===== src/rtl/bus_reg_mux_pkg.sv =====
// Shared bus definitions: source index map and default bus geometry.
package bus_pkg;

  localparam int DEF_NSRC  = 24;
  localparam int DEF_WIDTH = 32;

  localparam int SRC_R0     = 0;
  localparam int SRC_R1     = 1;
  localparam int SRC_R2     = 2;
  localparam int SRC_R3     = 3;
  localparam int SRC_R4     = 4;
  localparam int SRC_R5     = 5;
  localparam int SRC_R6     = 6;
  localparam int SRC_R7     = 7;
  localparam int SRC_R8     = 8;
  localparam int SRC_R9     = 9;
  localparam int SRC_R10    = 10;
  localparam int SRC_R11    = 11;
  localparam int SRC_R12    = 12;
  localparam int SRC_R13    = 13;
  localparam int SRC_R14    = 14;
  localparam int SRC_R15    = 15;
  localparam int SRC_PC     = 16;
  localparam int SRC_MDR    = 17;
  localparam int SRC_INPORT = 18;
  localparam int SRC_HI     = 19;
  localparam int SRC_LO     = 20;
  localparam int SRC_ZHI    = 21;
  localparam int SRC_ZLO    = 22;
  localparam int SRC_C      = 23;

  // Source-ID width, never narrower than one bit.
  function automatic int id_width(input int n);
    return (n > 1) ? $clog2(n) : 1;
  endfunction

endpackage


===== src/rtl/bus_reg_mux_if.sv =====
// Bus-side signal bundle: source words and selects in, bus views and
// conflict status out.
interface bus_reg_mux_if
  import bus_pkg::*;
#(
  parameter int WIDTH = DEF_WIDTH,
  parameter int NSRC  = DEF_NSRC,
  parameter int CNT_W = 8
);

  localparam int IDW = id_width(NSRC);

  logic [NSRC*WIDTH-1:0] src_data;
  logic [NSRC-1:0]       src_sel;
  logic                  err_clr;
  logic [WIDTH-1:0]      bus_comb;
  logic [WIDTH-1:0]      bus_out;
  logic                  bus_valid;
  logic [IDW-1:0]        bus_src;
  logic                  conflict;
  logic                  conflict_sticky;
  logic [CNT_W-1:0]      conflict_cnt;

  modport master (
    output src_data, src_sel, err_clr,
    input  bus_comb, bus_out, bus_valid, bus_src,
           conflict, conflict_sticky, conflict_cnt
  );

  modport slave (
    input  src_data, src_sel, err_clr,
    output bus_comb, bus_out, bus_valid, bus_src,
           conflict, conflict_sticky, conflict_cnt
  );

endinterface


===== src/rtl/bus_reg_mux_onehot_prio_enc.sv =====
// Priority encoder for a one-hot-intended select vector: highest set
// bit index, any-set flag and more-than-one-set flag.
module onehot_prio_enc
  import bus_pkg::*;
#(
  parameter  int N  = DEF_NSRC,
  localparam int IW = id_width(N)
) (
  input  logic [N-1:0]  sel,
  output logic [IW-1:0] idx,
  output logic          any,
  output logic          multi
);

  if (N == 1) begin : g_single
    // A single source can never collide with another.
    always_comb begin
      idx   = '0;
      any   = sel[0];
      multi = 1'b0;
    end
  end else begin : g_multi
    // Ascending scan: the last hit is the highest index; a hit after an
    // earlier hit marks a collision.
    always_comb begin
      idx   = '0;
      any   = 1'b0;
      multi = 1'b0;
      for (int i = 0; i < N; i++) begin
        if (sel[i]) begin
          if (any) multi = 1'b1;
          any = 1'b1;
          idx = IW'(i);
        end
      end
    end
  end

endmodule


===== src/rtl/bus_reg_mux.sv =====
// Shared bus multiplexer: highest-index-wins combinational bus, a
// registered bus stage with optional hold, source-ID readback and
// multi-driver conflict tracking.
module bus_reg_mux
  import bus_pkg::*;
#(
  parameter int WIDTH   = DEF_WIDTH,
  parameter int NSRC    = DEF_NSRC,
  parameter int HOLD_EN = 1,
  parameter int CNT_W   = 8
) (
  input  logic         clk,
  input  logic         clr,
  bus_reg_mux_if.slave bus
);

  localparam int IDW = id_width(NSRC);

  logic [IDW-1:0]   w_idx;
  logic             w_any;
  logic             w_multi;
  logic [WIDTH-1:0] w_bus_comb;

  logic [WIDTH-1:0] r_bus_out_p1;
  logic [IDW-1:0]   r_bus_src_p1;
  logic             r_vld_p1;
  logic             r_conflict_p1;
  logic             r_sticky;
  logic [CNT_W-1:0] r_cnt;

  // Saturating increment: the event counter parks at all-ones.
  function automatic logic [CNT_W-1:0] sat_inc(input logic [CNT_W-1:0] v);
    return (v == {CNT_W{1'b1}}) ? v : v + CNT_W'(1);
  endfunction

  onehot_prio_enc #(.N(NSRC)) u_enc (
    .sel   (bus.src_sel),
    .idx   (w_idx),
    .any   (w_any),
    .multi (w_multi)
  );

  // Last-assignment-wins mux; only selected words are ever read.
  always_comb begin
    w_bus_comb = '0;
    for (int i = 0; i < NSRC; i++) begin
      if (bus.src_sel[i]) w_bus_comb = bus.src_data[i*WIDTH +: WIDTH];
    end
  end

  // ---- stage p1: registered bus word, source ID and valid ----
  always_ff @(posedge clk) begin
    if (clr) begin
      r_bus_out_p1 <= '0;
      r_bus_src_p1 <= '0;
      r_vld_p1     <= 1'b0;
    end else if (w_any) begin
      r_bus_out_p1 <= w_bus_comb;
      r_bus_src_p1 <= w_idx;
      r_vld_p1     <= 1'b1;
    end else begin
      r_vld_p1 <= 1'b0;
      if (HOLD_EN == 0) begin
        r_bus_out_p1 <= '0;
        r_bus_src_p1 <= '0;
      end
    end
  end

  // Conflict pulse, sticky flag and counter; a fresh conflict beats err_clr.
  always_ff @(posedge clk) begin
    if (clr) begin
      r_conflict_p1 <= 1'b0;
      r_sticky      <= 1'b0;
      r_cnt         <= '0;
    end else begin
      r_conflict_p1 <= w_multi;
      if (w_multi) begin
        r_sticky <= 1'b1;
        r_cnt    <= bus.err_clr ? CNT_W'(1) : sat_inc(r_cnt);
      end else if (bus.err_clr) begin
        r_sticky <= 1'b0;
        r_cnt    <= '0;
      end
    end
  end

  assign bus.bus_comb        = w_bus_comb;
  assign bus.bus_out         = r_bus_out_p1;
  assign bus.bus_src         = r_bus_src_p1;
  assign bus.bus_valid       = r_vld_p1;
  assign bus.conflict        = r_conflict_p1;
  assign bus.conflict_sticky = r_sticky;
  assign bus.conflict_cnt    = r_cnt;

endmodule


===== src/flat_wrapper.sv =====
// flat-port wrapper written by rule: the top's interface ports become plain ports
module bus_reg_mux_flat import bus_pkg::*;
#(
  parameter int WIDTH   = DEF_WIDTH,
  parameter int NSRC    = DEF_NSRC,
  parameter int HOLD_EN = 1,
  parameter int CNT_W   = 8
)
  (clk, clr, bus_src_data, bus_src_sel, bus_err_clr, bus_bus_comb, bus_bus_out, bus_bus_valid, bus_bus_src, bus_conflict, bus_conflict_sticky, bus_conflict_cnt);
  bus_reg_mux_if #(.WIDTH(WIDTH), .NSRC(NSRC), .CNT_W(CNT_W)) bus_i ();
  input  logic clk;
  input  logic clr;
  input wire logic [$bits(bus_i.src_data)-1:0] bus_src_data;
  input wire logic [$bits(bus_i.src_sel)-1:0] bus_src_sel;
  input wire logic [$bits(bus_i.err_clr)-1:0] bus_err_clr;
  output wire logic [$bits(bus_i.bus_comb)-1:0] bus_bus_comb;
  output wire logic [$bits(bus_i.bus_out)-1:0] bus_bus_out;
  output wire logic [$bits(bus_i.bus_valid)-1:0] bus_bus_valid;
  output wire logic [$bits(bus_i.bus_src)-1:0] bus_bus_src;
  output wire logic [$bits(bus_i.conflict)-1:0] bus_conflict;
  output wire logic [$bits(bus_i.conflict_sticky)-1:0] bus_conflict_sticky;
  output wire logic [$bits(bus_i.conflict_cnt)-1:0] bus_conflict_cnt;
  assign bus_i.src_data = bus_src_data;
  assign bus_i.src_sel = bus_src_sel;
  assign bus_i.err_clr = bus_err_clr;
  assign bus_bus_comb = bus_i.bus_comb;
  assign bus_bus_out = bus_i.bus_out;
  assign bus_bus_valid = bus_i.bus_valid;
  assign bus_bus_src = bus_i.bus_src;
  assign bus_conflict = bus_i.conflict;
  assign bus_conflict_sticky = bus_i.conflict_sticky;
  assign bus_conflict_cnt = bus_i.conflict_cnt;
  bus_reg_mux #(.WIDTH(WIDTH), .NSRC(NSRC), .HOLD_EN(HOLD_EN), .CNT_W(CNT_W)) u_core (.clk(clk), .clr(clr), .bus(bus_i));
endmodule

===== config.mk =====
export PLATFORM = sky130hd
export DESIGN_NAME = bus_reg_mux_flat
export DESIGN_NICKNAME = d
export VERILOG_FILES = /design/src/rtl/bus_reg_mux_pkg.sv /design/src/rtl/bus_reg_mux_if.sv /design/src/rtl/bus_reg_mux_onehot_prio_enc.sv /design/src/rtl/bus_reg_mux.sv /design/src/flat_wrapper.sv
export SDC_FILE = /design/constraint.sdc
export NUM_CORES = 1
export LEC_CHECK = 0
export ABC_CLOCK_PERIOD_IN_PS = 7950
export CORE_AREA = 10 10 331 333
export DETAILED_ROUTE_END_ITERATION = 8
export DIE_AREA = 0 0 341 343
export SKIP_LAST_GASP = 1
export SLEW_MARGIN = 10
export SYNTH_ARGS = -nofsm -noshare
export SYNTH_HDL_FRONTEND = slang
export SYNTH_SLANG_ARGS = --single-unit

===== constraint.sdc =====
create_clock -name clk -period 7.95 [get_ports clk]
set_clock_uncertainty 0.1 [all_clocks]
set_input_delay 1.59 -clock clk [delete_from_list [all_inputs] [get_ports clk]]
set_output_delay 1.59 -clock clk [all_outputs]
set_load 0.01 [all_outputs]

-- After elaboration in Yosys (flattened, before gate mapping)
Index checks and enable logic that the tools add are counted.
- bits in registers: 48
- bits of input ports: 795
- add/subtract/negate cells: 1
- eq/ne operators: 2
- muxes and demuxes: 124
- reductions and logical operators: 2
- operators with widths (operator ; number):
    two-way mux 32 bit ; 24
    two-way mux 5 bit ; 22
    two-way mux 1 bit ; 74
    two-way mux 8 bit ; 4
    adder 8 x 1 -> 8 bit, second input constant ; 1
    == test 8 bit, second input constant ; 1
    inequality test 2 bit, second input constant ; 1
    AND reduction 2 bit ; 1
    nonzero test 2 bit ; 1

-- Logic depth before layout (Yosys ltp)
- depth after elaboration: 49
- gate-level depth with buffers: 10

-- By module
From an unflattened synthesis, not the netlist that was laid out.
- cell total of the unflattened synthesis: 1238
- area, all modules: 9200.1 um^2
- by module, submodules not included (module ; times used ; cells each ; area an instance (um^2) ; sequential area each (um^2)):
    bus_reg_mux ; 1 ; 1166 ; 8780.9 ; 960.9
    onehot_prio_enc ; 1 ; 72 ; 419.2 ; 0.0

-- Worst setup path before layout
Ideal clock, no wire load.
- path type: input-to-output
- from: in bus_src_sel[0]
- to: out bus_bus_comb[18]
- data arrival time: 3.304 ns
- path slack: 2.956 ns
- cell stages on the path: 9
- path through: clkbuf_1 clkbuf_1 nand3b_1 a2111oi_0 a311oi_1 nor4b_1 o21ai_0 a21o_1 nand2_1
- cells in the longest elaborated chain, start to end: 24
- RTL lines (element ; RTL line ; source):
    start, declared ; flat_wrapper.sv:14 ; input wire logic [$bits(bus_i.src_sel)-1:0] bus_src_sel;
    two-way mux 32 bit (24 in series) ; bus_reg_mux.sv:47 ; if (bus.src_sel[i]) w_bus_comb = bus.src_data[i*WIDTH +: WIDTH];
    end, declared ; flat_wrapper.sv:16 ; output wire logic [$bits(bus_i.bus_comb)-1:0] bus_bus_comb;
No other way between the ends.

-- Worst setup path in the final report
- from: in bus_src_sel[15]
- to: out bus_bus_comb[17]
- cells in the longest elaborated chain, start to end: 9
- RTL lines (element ; RTL line):
    two-way mux 32 bit (9 in series) ; bus_reg_mux.sv:47
No other way between the ends.

==> impl_metrics.tcl <==
set metrics [dict create \
    status "completed" \
    grt_pass1_wl_um 157000 \
    maxCapViolations 0 \
    cp_slowest_cell "clkdlybuf4s50_1" \
    cts.htree.levels 2 \
    synthFlopType "dfxtp_1" \
    fin_cells 3491 \
    avgSynthCellArea_um2 6.56 \
    insertion_delay_ps 330 \
    fillCellCount 11719 \
    critical_path_required_ps 6260 \
    final_cell_mix "864 x clkdlybuf4s50_1, 127 x a21oi_1, 110 x nor2_1, 110 x o21ai_0, 106 x a221oi_1" \
    drt_iter0_drc 1484 \
    cts_sinks 48 \
    drc 0 \
    crit_family "buffers and inverters" \
    ys_warn_count 0 \
    dp_hpwl_um 110000 \
    finalHoldViolCount 0 \
    synth_cell_types 67 \
    ys_ff_latch 48 \
    place_inst 3460 \
    start_kind "input port" \
    yosysSeqAreaShare 0.115 \
    hold_buffers 0 \
    route.detailed.wl_per_inst_um 35.5 \
    start_util 0.0813 \
    hold_slack_ps 358 \
    clockBufferDepth 2 \
    cp_common_cell "clkdlybuf4s50_1" \
    grt_setup_unrepaired "false" \
    min_period_ps 7320 \
    worstPathMaxFanout 11 \
    slew_headroom 0.246 \
    drv_slew 0 \
    critPathCaptureType "output port" \
    gp_congestion 0.940 \
    synthMuxAreaShare 0.00120 \
    grt_pass1_vias 15759 \
    fmax_mhz 137 \
    wl_um 124000 \
    nets 2883 \
    grt_max_degree 52 \
    synthXorXnorAreaFrac 0.00314 \
    synthAdderAreaFrac 0.00389 \
    root_buffer "clkbuf_16" \
    vias 15682 \
    final_common_cell "clkdlybuf4s50_1" \
    setup_tns_ps 0 \
    worstMarginPinSlew_ps 1130 \
    syn_to_final_growth_pct 128 \
    worst_slack_ps 626 \
    synth_edf_count 0 \
    timing.critical_path.buf_inv 3 \
    numCtsBuffers 5 \
    slowest_delay_ps 810 \
    synth_compound_area_frac 0.582 \
    min_path_type "register to register" \
    std_cell_rows 118 \
    cts_setup_buffers 0 \
    power.leakage_nw 6.42 \
    die_area_mm2 0.117 \
    p_per_area_mw_per_mm2 83.7 \
    cts_tree "done" \
    synthArstFlopShare 0 \
    setup_violations 0 \
    port_buffers 874 \
    grt_overflow 0 \
    peakVddDrop_mv 0.0969 \
    grt_use_total 0.198 \
    period_share 0.921 \
    clkTransAtPathRegs_ps 80 \
    io_pins 875 \
    synth_top_family_by_area "compound AO/OA/AOI/OAI gates" \
    synth_fp_nets 2072 \
    via_per_inst 4.49 \
    die_x_um 341 \
    core-area_mm2 0.103 \
    syn_area_mm2 0.00837 \
    synthCells 1276 \
    ant_nets 0 \
    dp_slack_ps 637 \
    dr.pass1.iters 6 \
    antenna_found_initial 70 \
    layout-drive-gt1-share 0.0685 \
    cts_resized 0 \
    fin_util 0.185 \
    die_h_um 343 \
    crit_type "input port to output port" \
    synth-simple-area-share 0.194 \
    worst_ep_arrival_time_ps 5630 \
    path_cells "clkdlybuf4s50_1 -> buf_4 -> nor2_1 -> o221ai_1 -> a21oi_1 -> o21ai_0 -> a211o_1 -> a21bo_2 -> nand2_1 -> clkdlybuf4s50_1" \
]
## stage by stage
step	instance area [µm²]	total power (W)
finish	19100	0.00160
global route	19100	0.00166
CTS	19000	0.00161
detailed placement	18900	0.00131
global placement	18900	0.00131
floorplan	8370	0.000554
## cell type report
class                           instances  area, µm²  area share
Timing Repair Buffer                  950       9310       0.488
Multi-Input combinational cell       1011       6600       0.346
Tap cell                             1380       1730      0.0905
Sequential cell                        48        961      0.0503
Inverter                               71        267      0.0140
Clock buffer                            5        125     0.00655
Antenna cell                           23       57.6     0.00302
Clock inverter                          3       46.3     0.00243
## worst paths after layout
path / depth (start not counted) / slack [ps] / from / to
hold reg to reg: 2 / 360 / u_core.bus.bus_out[11] / u_core.bus.bus_out[11]
setup / recovery: 10 / 630 / bus_src_sel[15] / bus_bus_comb[17]
setup reg to reg: 6 / 6130 / u_core.bus.conflict_cnt[4] / u_core.bus.conflict_cnt[2]
hold / removal: 2 / 360 / u_core.bus.bus_out[11] / u_core.bus.bus_out[11]
## cells in the mapped netlist, types with 22 or more instances
| cell | n | area, µm² |
|---|---|---|
| a21oi_1 | 127 | 636 |
| a221o_1 | 80 | 801 |
| a221oi_1 | 106 | 928 |
| clkbuf_1 | 134 | 503 |
| dfxtp_1 | 48 | 961 |
| inv_1 | 69 | 259 |
| nand2_1 | 79 | 297 |
| nor2_1 | 113 | 424 |
| nor2b_1 | 22 | 138 |
| nor3_1 | 45 | 225 |
| o21ai_0 | 110 | 551 |
| o221ai_1 | 68 | 596 |
| o22ai_1 | 53 | 332 |
## layer usage
metal | share of wire | global-route usage | wire [µm] | vias to the layer above
li1 | - | - | - | 6759
met1 | 0.41 | 0.246 | 51000 | 7644
met2 | 0.46 | 0.325 | 57000 | 1063
met3 | 0.095 | 0.0591 | 11700 | 172
met4 | 0.031 | 0.0589 | 3830 | 44
met5 | 0.0023 | 0 | 281 | -
## worst reg2reg max path, stage by stage (launching register included)
cell and delay [ps]:
dfxtp_1 350, and3_1 220, and3_1 200, nand3_1 210, nand2_1 100, or3_2 410
a21boi_0 170
## where the power goes
part / total [W] / internal, W / switching [W]
Combinational: 0.00104 / 0.000536 / 0.000503
Clock: 0.000292 / 0.000151 / 0.000140
Sequential: 0.000267 / 0.000257 / 0.0000105
## flip-flops by register name (all words and copies together) (netlist names)
register and flops:
u_core.bus.bus_out 32, u_core.bus.bus_src 5, u_core.bus.bus_valid 1, u_core.bus.conflict 1, u_core.bus.conflict_cnt 8, u_core.bus.conflict_sticky 1
## kinds of logic (layout without fill, tap and decap cells)
family                     after synthesis  count (layout)
AOI/OAI and AO/OA                      665             665
xor gates and xnor gates                 3               3
other                                    0              23
buffers and inverters                  217            1029
DFF                                     48              48
and+or+nand+nor                        339             339
adders and majority gates                3               3
muxes                                    1               1
No activity file was read; power rests on OpenSTA's default activity.
